`src/rtl/miriscv_decode_pkg.sv`:
```
// Decode-stage shared definitions used by the load/store path.
// MEM_ACCESS_* encode the access size and signedness carried with a
// memory instruction from decode into the LSU. Codes 5..7 are unused
// and are treated as illegal by the LSU.
package miriscv_decode_pkg;

    localparam logic [2:0] MEM_ACCESS_WORD  = 3'd0;
    localparam logic [2:0] MEM_ACCESS_HALF  = 3'd1;
    localparam logic [2:0] MEM_ACCESS_BYTE  = 3'd2;
    localparam logic [2:0] MEM_ACCESS_UHALF = 3'd3;
    localparam logic [2:0] MEM_ACCESS_UBYTE = 3'd4;

endpackage

```
`src/rtl/miriscv_lsu_align.sv`:
```
// Combinational data alignment for the LSU.
// Request side : req_size/req_addr_lo/req_wdata -> byte enables,
//                replicated store data, misalignment/illegal-size flag.
// Response side: rsp_size/rsp_addr_lo/rsp_rdata -> sign/zero-extended
//                load data.
// Ports:
//   req_size    in  3   MEM_ACCESS_* code of the incoming access
//   req_addr_lo in  2   byte offset of the incoming access
//   req_wdata   in  32  store data, LSB-aligned
//   be          out 4   byte enables for the bus
//   wdata       out 32  store data replicated across all lanes
//   misalign    out 1   offset not aligned to size, or illegal size code
//   rsp_size    in  3   MEM_ACCESS_* code of the outstanding access
//   rsp_addr_lo in  2   byte offset of the outstanding access
//   rsp_rdata   in  32  raw bus read data
//   rdata       out 32  extended load result
module miriscv_lsu_align
    import miriscv_decode_pkg::*;
(
    input  logic [2:0]  req_size,
    input  logic [1:0]  req_addr_lo,
    input  logic [31:0] req_wdata,
    output logic [3:0]  be,
    output logic [31:0] wdata,
    output logic        misalign,
    input  logic [2:0]  rsp_size,
    input  logic [1:0]  rsp_addr_lo,
    input  logic [31:0] rsp_rdata,
    output logic [31:0] rdata
);

    logic [31:0] shifted;

    always_comb begin
        be       = '0;
        wdata    = '0;
        misalign = 1'b0;
        case (req_size)
            MEM_ACCESS_WORD: begin
                be       = 4'b1111;
                wdata    = req_wdata;
                misalign = |req_addr_lo;
            end
            MEM_ACCESS_HALF, MEM_ACCESS_UHALF: begin
                be       = 4'b0011 << {req_addr_lo[1], 1'b0};
                wdata    = {2{req_wdata[15:0]}};
                misalign = req_addr_lo[0];
            end
            MEM_ACCESS_BYTE, MEM_ACCESS_UBYTE: begin
                be       = 4'b0001 << req_addr_lo;
                wdata    = {4{req_wdata[7:0]}};
            end
            default: misalign = 1'b1;
        endcase
    end

    // Bring the addressed lane down to bit 0 before extending.
    assign shifted = rsp_rdata >> {rsp_addr_lo, 3'b000};

    always_comb begin
        rdata = rsp_rdata;
        case (rsp_size)
            MEM_ACCESS_HALF:  rdata = {{16{shifted[15]}}, shifted[15:0]};
            MEM_ACCESS_UHALF: rdata = {16'h0000, shifted[15:0]};
            MEM_ACCESS_BYTE:  rdata = {{24{shifted[7]}}, shifted[7:0]};
            MEM_ACCESS_UBYTE: rdata = {24'h000000, shifted[7:0]};
            default:          rdata = rsp_rdata;
        endcase
    end

endmodule

```
`src/rtl/miriscv_lsu_ctrl.sv`:
```
// Load/store controller between execute and the data-memory port.
// Runs one access at a time over a req/gnt/rvalid bus, stalls the
// pipeline while busy, flags misaligned/illegal accesses and response
// timeouts, and returns extended load data.
// Ports:
//   clk_i, arstn_i          clock, async active-low reset
//   lsu_req_i/we/size/addr/wdata/kill   access request from EX
//   lsu_stall_req_o         hold the pipeline
//   lsu_valid_o/rdata_o     completion pulse and load result
//   lsu_misalign_o          misaligned or illegal size, no bus access
//   lsu_bus_err_o           response timeout
//   data_*                  data-memory bus
module miriscv_lsu_ctrl
    import miriscv_decode_pkg::*;
#(
    parameter int unsigned TIMEOUT = 255
)(
    input  logic        clk_i,
    input  logic        arstn_i,
    input  logic        lsu_req_i,
    input  logic        lsu_we_i,
    input  logic [2:0]  lsu_size_i,
    input  logic [31:0] lsu_addr_i,
    input  logic [31:0] lsu_wdata_i,
    input  logic        lsu_kill_i,
    output logic        lsu_stall_req_o,
    output logic        lsu_valid_o,
    output logic [31:0] lsu_rdata_o,
    output logic        lsu_misalign_o,
    output logic        lsu_bus_err_o,
    output logic        data_req_o,
    output logic        data_we_o,
    output logic [3:0]  data_be_o,
    output logic [31:0] data_addr_o,
    output logic [31:0] data_wdata_o,
    input  logic        data_gnt_i,
    input  logic        data_rvalid_i,
    input  logic [31:0] data_rdata_i
);

    typedef enum logic [1:0] {
        ST_IDLE,
        ST_REQ,
        ST_RESP
    } state_e;

    localparam int unsigned CNT_W = (TIMEOUT < 2) ? 1 : $clog2(TIMEOUT + 1);
    localparam logic [CNT_W-1:0] CNT_LAST = CNT_W'((TIMEOUT == 0) ? 0 : TIMEOUT - 1);

    state_e           state_q;
    logic [31:0]      addr_q;
    logic             we_q;
    logic [2:0]       size_q;
    logic [3:0]       be_q;
    logic [31:0]      wdata_q;
    logic             kill_q;
    logic [CNT_W-1:0] cnt_q;

    logic [3:0]       be_n;
    logic [31:0]      wdata_n;
    logic             misalign_n;
    logic [31:0]      rdata_ext;
    logic             start;
    logic             timeout_hit;
    logic             killed;

    miriscv_lsu_align u_align (
        .req_size    (lsu_size_i),
        .req_addr_lo (lsu_addr_i[1:0]),
        .req_wdata   (lsu_wdata_i),
        .be          (be_n),
        .wdata       (wdata_n),
        .misalign    (misalign_n),
        .rsp_size    (size_q),
        .rsp_addr_lo (addr_q[1:0]),
        .rsp_rdata   (data_rdata_i),
        .rdata       (rdata_ext)
    );

    assign start = (state_q == ST_IDLE) & lsu_req_i & ~lsu_kill_i & ~misalign_n;

    // The final permitted RESP cycle without rvalid is the timeout cycle;
    // a response arriving in that same cycle still wins.
    assign timeout_hit = (TIMEOUT != 0) & (state_q == ST_RESP) & ~data_rvalid_i
                       & (cnt_q == CNT_LAST);

    // A kill arriving in the completion cycle suppresses it as well.
    assign killed = kill_q | lsu_kill_i;

    always_ff @(posedge clk_i or negedge arstn_i) begin
        if (!arstn_i) begin
            state_q <= ST_IDLE;
            addr_q  <= '0;
            we_q    <= 1'b0;
            size_q  <= '0;
            be_q    <= '0;
            wdata_q <= '0;
            kill_q  <= 1'b0;
            cnt_q   <= '0;
        end else begin
            case (state_q)
                ST_IDLE: begin
                    kill_q <= 1'b0;
                    if (start) begin
                        addr_q  <= lsu_addr_i;
                        we_q    <= lsu_we_i;
                        size_q  <= lsu_size_i;
                        be_q    <= be_n;
                        wdata_q <= wdata_n;
                        state_q <= ST_REQ;
                    end
                end
                ST_REQ: begin
                    kill_q <= kill_q | lsu_kill_i;
                    if (data_gnt_i) begin
                        cnt_q   <= '0;
                        state_q <= ST_RESP;
                    end
                end
                ST_RESP: begin
                    kill_q <= kill_q | lsu_kill_i;
                    if (data_rvalid_i || timeout_hit) begin
                        state_q <= ST_IDLE;
                    end else begin
                        cnt_q <= cnt_q + CNT_W'(1);
                    end
                end
                default: state_q <= ST_IDLE;
            endcase
        end
    end

    always_comb begin
        lsu_stall_req_o = start
                        | (state_q == ST_REQ)
                        | ((state_q == ST_RESP) & ~data_rvalid_i & ~timeout_hit);
        lsu_valid_o     = (state_q == ST_RESP) & data_rvalid_i & ~killed;
        lsu_bus_err_o   = timeout_hit & ~killed;
        lsu_misalign_o  = (state_q == ST_IDLE) & lsu_req_i & ~lsu_kill_i & misalign_n;
        lsu_rdata_o     = (lsu_valid_o & ~we_q) ? rdata_ext : '0;
    end

    assign data_req_o   = (state_q == ST_REQ);
    assign data_we_o    = we_q;
    assign data_be_o    = be_q;
    assign data_addr_o  = {addr_q[31:2], 2'b00};
    assign data_wdata_o = wdata_q;

endmodule
```
`config.mk`:
```
export PLATFORM = sky130hd
export DESIGN_NAME = miriscv_lsu_ctrl
export DESIGN_NICKNAME = d
export VERILOG_FILES = /design/src/rtl/miriscv_decode_pkg.sv /design/src/rtl/miriscv_lsu_align.sv /design/src/rtl/miriscv_lsu_ctrl.sv
export SDC_FILE = /design/constraint.sdc
export NUM_CORES = 1
export LEC_CHECK = 0
export BUFFER_PORTS_ARGS = -buffer_cell sky130_fd_sc_hd__clkbuf_2
export CAP_MARGIN = 10
export CORE_MARGIN = 8
export CORE_UTILIZATION = 30
export DETAILED_ROUTE_END_ITERATION = 8
export GPL_TIMING_DRIVEN = 0
export PLACE_DENSITY = 0.51
export SLEW_MARGIN = 15
export SYNTH_ARGS = -nofsm -noshare
export SYNTH_HDL_FRONTEND = slang
export SYNTH_SLANG_ARGS = --single-unit
```
`constraint.sdc`:
```
create_clock -name clk_i -period 3.13 [get_ports clk_i]
set_clock_uncertainty 0.1 [all_clocks]
set_input_delay 0.7825 -clock clk_i [delete_from_list [all_inputs] [get_ports clk_i]]
set_output_delay 0.7825 -clock clk_i [all_outputs]
set_load 0.01 [all_outputs]
```
# After elaboration in Yosys (flattened, before gate mapping)
# Index checks and enable logic that the tools add are counted.
[op_classes]
mul = 0
mux = 13
eq_ne = 15
order_cmp = 0
reduce_logical = 12
shift = 3
bitwise = 20
div_mod_pow = 0
n_addsub = 1
[ops]
columns = ["cell", "count"]
rows = [
  ["$pmux W32 S4", 1],
  ["$pmux W32 S3", 1],
  ["$mux W32", 1],
  ["$shr A32 B5 Y16", 1],
  ["$mux W8", 2],
  ["$pmux W8 S2", 1],
  ["$eq A3 B2 Y1 const B", 4],
  ["$pmux W4 S3", 1],
  ["$and A1 B1 Y1", 11],
  ["$add A8 B1 Y8 const B", 1],
  ["$eq A8 B8 Y1 const B", 1],
  ["$reduce_or A2 Y1", 4],
  ["$eq A3 B1 Y1 const B", 2],
  ["$eq A3 B3 Y1 const B", 2],
  ["$mux W2", 3],
  ["$ne A2 B2 Y1 const B", 3],
  ["$not A1 Y1", 6],
  ["$pmux W2 S3", 1],
  ["$reduce_and A3 Y1", 2],
  ["$reduce_bool A2 Y1", 2],
  ["$shl A1 B2 Y4 const A", 1],
  ["$shl A2 B2 Y4 const A", 1],
  ["$logic_not A3 Y1", 1],
  ["$or A1 B1 Y1", 3],
  ["8 further kinds", 8],
]
[totals]
ram_bits = 0
romBits = 0
regBits = 83
latchBits = 0
n_memories = 0
elab_cells = 72

# Logic depth before layout (Yosys ltp)
[depth]
ltp_word = 7
mapped_depth = 9
depth_no_buf = 7

# By module
# From an unflattened synthesis, not the netlist that was laid out.
[unflattened]
cells_unflattened = 612
area_unflattened_um2 = 5770.5
[by_module_without_submodules]
columns = ["mod", "seq_area_each_um2", "cells_each", "area_per_inst_um2", "instances"]
rows = [
  ["miriscv_lsu_ctrl", 2077.0, 305, 3902.5, 1],
  ["miriscv_lsu_align", 0.0, 307, 1868.0, 1],
]

# Least setup slack after synthesis
# OpenSTA, ideal clock, no wires.
[synth_timing]
path_type = "in2out"
from = "input lsu_kill_i"
to = "output lsu_rdata_o[30]"
arrival_time_ns = 2.032
stages = 6
setup_slack_ns = 0.216
path_cell_list = "or4_1 > clkbuf_1 > a21oi_1 > nand2_2 > buf_6 > nor2_1"
[synth_via]
elab_chain_len = 5
[synth_lines]
columns = ["element", "line", "source"]
rows = [
  ["start: declaration", "miriscv_lsu_ctrl.sv:25", "input logic lsu_kill_i,"],
  ["$or A1 B1 Y1", "miriscv_lsu_ctrl.sv:88", "assign killed = kill_q | lsu_kill_i;"],
  ["$not A1 Y1", "miriscv_lsu_ctrl.sv:137", "lsu_valid_o = (state_q == ST_RESP) & data_rvalid_i & ~killed;"],
  ["$and A1 B1 Y1", "miriscv_lsu_ctrl.sv:137", ""],
  ["$and A1 B1 Y1", "miriscv_lsu_ctrl.sv:140", "lsu_rdata_o = (lsu_valid_o & ~we_q) ? rdata_ext : '0;"],
  ["$mux W32", "miriscv_lsu_ctrl.sv:140", ""],
  ["end: declaration", "miriscv_lsu_ctrl.sv:28", "output logic [31:0] lsu_rdata_o,"],
]
# No other way between the ends.

# Final worst setup path
[layout_timing]
from = "register state_q[0]"
to = "output lsu_rdata_o[27]"
[layout_via]
elab_chain_len = 5
[layout_lines]
columns = ["element", "line", "source"]
rows = [
  ["start: declaration", "miriscv_lsu_ctrl.sv:50", "state_e state_q;"],
  ["start signal: assignment", "miriscv_lsu_ctrl.sv:92", "state_q <= ST_IDLE;"],
  ["start signal: assignment", "miriscv_lsu_ctrl.sv:110", "state_q <= ST_REQ;"],
  ["start signal: assignment", "miriscv_lsu_ctrl.sv:117", "state_q <= ST_RESP;"],
  ["$eq A2 B2 Y1", "miriscv_lsu_ctrl.sv:137", ""],
  ["$and A1 B1 Y1 (2 in a row)", "miriscv_lsu_ctrl.sv:137", ""],
  ["$and A1 B1 Y1", "miriscv_lsu_ctrl.sv:140", ""],
  ["$mux W32", "miriscv_lsu_ctrl.sv:140", ""],
]
# No other way between the ends.

==> run summary <==
======================================================================================================
Maximum clock frequency .................................................................      330 MHz
Post-detailed-routing wire length .......................................................      16.0 mm
Half-perimeter wire length after placement ..............................................      12.8 mm
Cts hold-fix bufs .......................................................................            0
Clock sink count ........................................................................           83
Number of standard cells after synthesis ................................................          543
Top Ports ...............................................................................          212
Die width ...............................................................................       143 µm
Wire length of the first global-routing pass ............................................      24.3 mm
Sequential fraction of the synthesis area ...............................................        0.427
Routed vias/inst ........................................................................         4.81
Logic gate share of total power .........................................................        0.470
Worst path max stage delay ..............................................................      0.46 ns
Max-slew violation count ................................................................            0
Arrival time of the worst setup path ....................................................      2.15 ns
Mean Syn Cell Area ......................................................................     8.95 µm²
Clock tree from TritonCTS ...............................................................        built
Deepest level of the CTS H-tree .........................................................            3
Power Internal ..........................................................................      3.52 mW
Site row count ..........................................................................           46
GPL Wtd Cong ............................................................................        0.796
Part of the total power dissipated in sequential elements ...............................        0.320
Worst VDD drop ..........................................................................       304 µV
Area after DPL ..........................................................................     6210 µm²
Number of library cell types mapped by synthesis ........................................           48
Synthesis-to-finish area growth .........................................................        37.3%
Cell area power density .................................................................   848 nW/µm²
Via count of the first global-routing pass ..............................................         4733
Peak fanout along the critical path .....................................................           10
Worst rel slew slack ....................................................................        0.518
Routed via count ........................................................................         4762
Largest buffer count on any clock path ..................................................            2
Overall power of the completed layout ...................................................      5.66 mW
Effective utilization at floorplan ......................................................        0.306
Total negative slack ....................................................................         0 ns
Switching part of the total .............................................................        0.378
Chip height .............................................................................       143 µm
Routed len/inst .........................................................................      16.2 µm
Final standard cell count with taps included and fillers excluded .......................          991
Number of synthesized flops with an enable pin ..........................................            0
Mapped cell area ........................................................................     4860 µm²
CORE AREA ...............................................................................    15900 µm²
Clock transition at the register clock pins on the worst setup and hold paths after CTS .      0.06 ns
Summed area of non-filler cells in the final layout .....................................     6680 µm²
Register-to-Register Path Depth .........................................................            8
Critical setup path kind ................................................................ register to output pin
Cells along the critical path ........................................................... inv_2, ha_4, nand2_2, or4_4, a21oi_2, nand2_2, buf_8, nor2_2, buf_2
Share of the cycle needed by the critical path after routing ............................        0.968
Master cell of the clock root buffer ....................................................    clkbuf_16
Run status ..............................................................................    completed
Number of antenna violations at the first check in global routing .......................            0
Critical path endpoint category .........................................................   output pin
Net Sw Power ............................................................................      2.14 mW
Maxcap violations .......................................................................            0
Top FF cell, synth ......................................................................      dfrtp_1
Clk_lat worst skew ......................................................................      0.34 ns
Pre-CTS setup slack .....................................................................    -0.140 ns
Share of synthesized flip-flops with an asynchronous set or reset .......................         1.00
Clock Power Share .......................................................................        0.210
GRT Residual Overflow ...................................................................            0
Category of the worst setup path launch point ...........................................     register
Crit-path slowest cell ..................................................................        or4_4
Final setup violation count .............................................................            0
Static power due to leakage .............................................................      3.33 nW
Net count reported at finish ............................................................          883
Crit path buf inv count .................................................................            3
Fraction of layout instances using a drive strength above 1 .............................        0.455
Number of placed instances with taps included ...........................................          969
Number of inserted diodes ...............................................................            0
Measured slew at the worst slew-check pin ...............................................     0.720 ns
Final worst hold slack ..................................................................     0.366 ns
Cell type with the highest occurrence count on the critical path ........................      nand2_2
Worst setup slack for register-to-register paths ........................................      0.98 ns
First drt pass iteration count ..........................................................            6
Top-area cell type share of the netlist area ............................................        0.427
Shortest period the worst path allows ...................................................      3.03 ns
Data required time of the critical path .................................................      2.25 ns
Most common library cell in the layout ignoring fill and taps ...........................     clkbuf_2
#FFs+latches synth ......................................................................           83
Worst min path class .................................................................... primary input to async pin
Final hold violations ...................................................................            0
Unrepaired setup endpoints after global routing .........................................           no
Largest delay share family, worst path .................................................. simple AND/OR/NAND/NOR gates
Largest net degree at the start of global routing .......................................           46
Commonest cells after routing, fill and taps aside ...................................... clkbuf_2 (202), nand2_1 (84), dfrtp_1 (83), a21oi_1 (65), nor2_1 (52)
Post-layout util ........................................................................        0.420
DRC violation count after routing .......................................................            0
Post-synthesis cell type with the largest combined area .................................      dfrtp_1
Total Die Area ..........................................................................    20500 µm²
Number of warnings printed during yosys synthesis .......................................            0
GRT Util Overall ........................................................................        0.149
Fin worst setup slack ...................................................................     0.102 ns
Reg-to-Reg Start ........................................................................   state_q[1]
Area contributors post-synth ............................................................ dfrtp_1 (43%), mux2_2 (10%), a21oi_1 (6.8%), nand2_1 (6.6%), buf_4 (5.4%)
Number of buffers created by CTS ........................................................            9
Number of I/O port buffers ..............................................................          208
Post-detailed-route count of antenna-violating nets .....................................            0
Capturing point of the worst reg2reg path ...............................................   state_q[0]
Number of design-rule violations left by the first detailed-router iteration ............          306
======================================================================================================
## synthesized netlist by cell type (5+ instances only)
library cell	instances
a21oi_1	66
a222oi_1	7
a22oi_1	8
and3b_1	8
buf_2	12
buf_4	35
clkbuf_1	14
dfrtp_1	83
ha_1	7
inv_1	5
mux2_2	43
nand2_1	86
nand2b_1	6
nor2_1	53
nor2_2	9
nor2b_1	5
o21ai_0	49
xnor2_1	5
## logic make-up (layout without fill, tap and decap cells)
| kind of cell | after synthesis | after routing | synth area share |
|---|---|---|---|
| flip-flops | 83 | 83 | 0.427 |
| multiplexers | 45 | 45 | 0.106 |
| XOR/XNOR | 6 | 6 | 0.0108 |
| adder cells (fa/ha/maj) | 7 | 7 | 0.0180 |
| buffers and inverters | 67 | 298 | 0.0834 |
| AO/OA/AOI/OAI | 147 | 147 | 0.178 |
| other | 1 | 2 | 0.000771 |
| AND/OR/NAND/NOR | 187 | 187 | 0.176 |
## how the worst max path moves through the flow
stage | startpoint | to | slack (ns) | depth (start not counted)
after floorplan | lsu_kill_i | lsu_rdata_o[30] | 0.22 | 6
after global placement | lsu_kill_i | lsu_rdata_o[23] | -0.16 | 8
after detailed placement | lsu_kill_i | lsu_rdata_o[29] | -0.14 | 8
after CTS | state_q[0] | lsu_rdata_o[17] | 0.0001 | 9
after global routing | state_q[0] | lsu_rdata_o[21] | 0.003 | 9
final | state_q[0] | lsu_rdata_o[27] | 0.10 | 9
## routing by layer
metal  track usage  up-vias  share of wire
met2         0.258      165           0.50
met5             0        -              0
li1              -     2322              -
met1         0.176     2259           0.41
met4        0.0426        0          0.013
met3        0.0431       16          0.077
## power groups by stage
stage               clock (mW)  combinational [mW]  sequential, mW
floorplan                    0                1.62            1.84
global placement             0                2.52            1.80
detailed placement           0                2.57            1.82
CTS                       1.23                2.64            1.81
global route              1.26                2.93            1.87
finish                    1.19                2.66            1.81
## layout make-up
type	count	area (µm²)
sequential	83	2080
fill	1670	9210
buffer	60	389
clock inverter	6	97.6
tap	216	270
timing repair buffer	217	1130
inverter	5	18.8
clock buffer	10	239
multi-input combinational	394	2450
## state kept, by name (all words and copies together) (netlist names)
name and cells:
kill_q 1, data_we_o 1, addr_q 32, size_q 3, cnt_q 8, data_wdata_o 32, state_q 2, data_be_o 4
## repair_timing
action | 4_1_cts | 5_1_grt
setup buffers | 7 | 1
pin swaps | 4 | 3
gates resized for setup | 10 | 15
endpoints found under the hold margin | 0 | 0
endpoints found under the setup margin | 27 | 28
No activity file was read; power rests on OpenSTA's default activity.
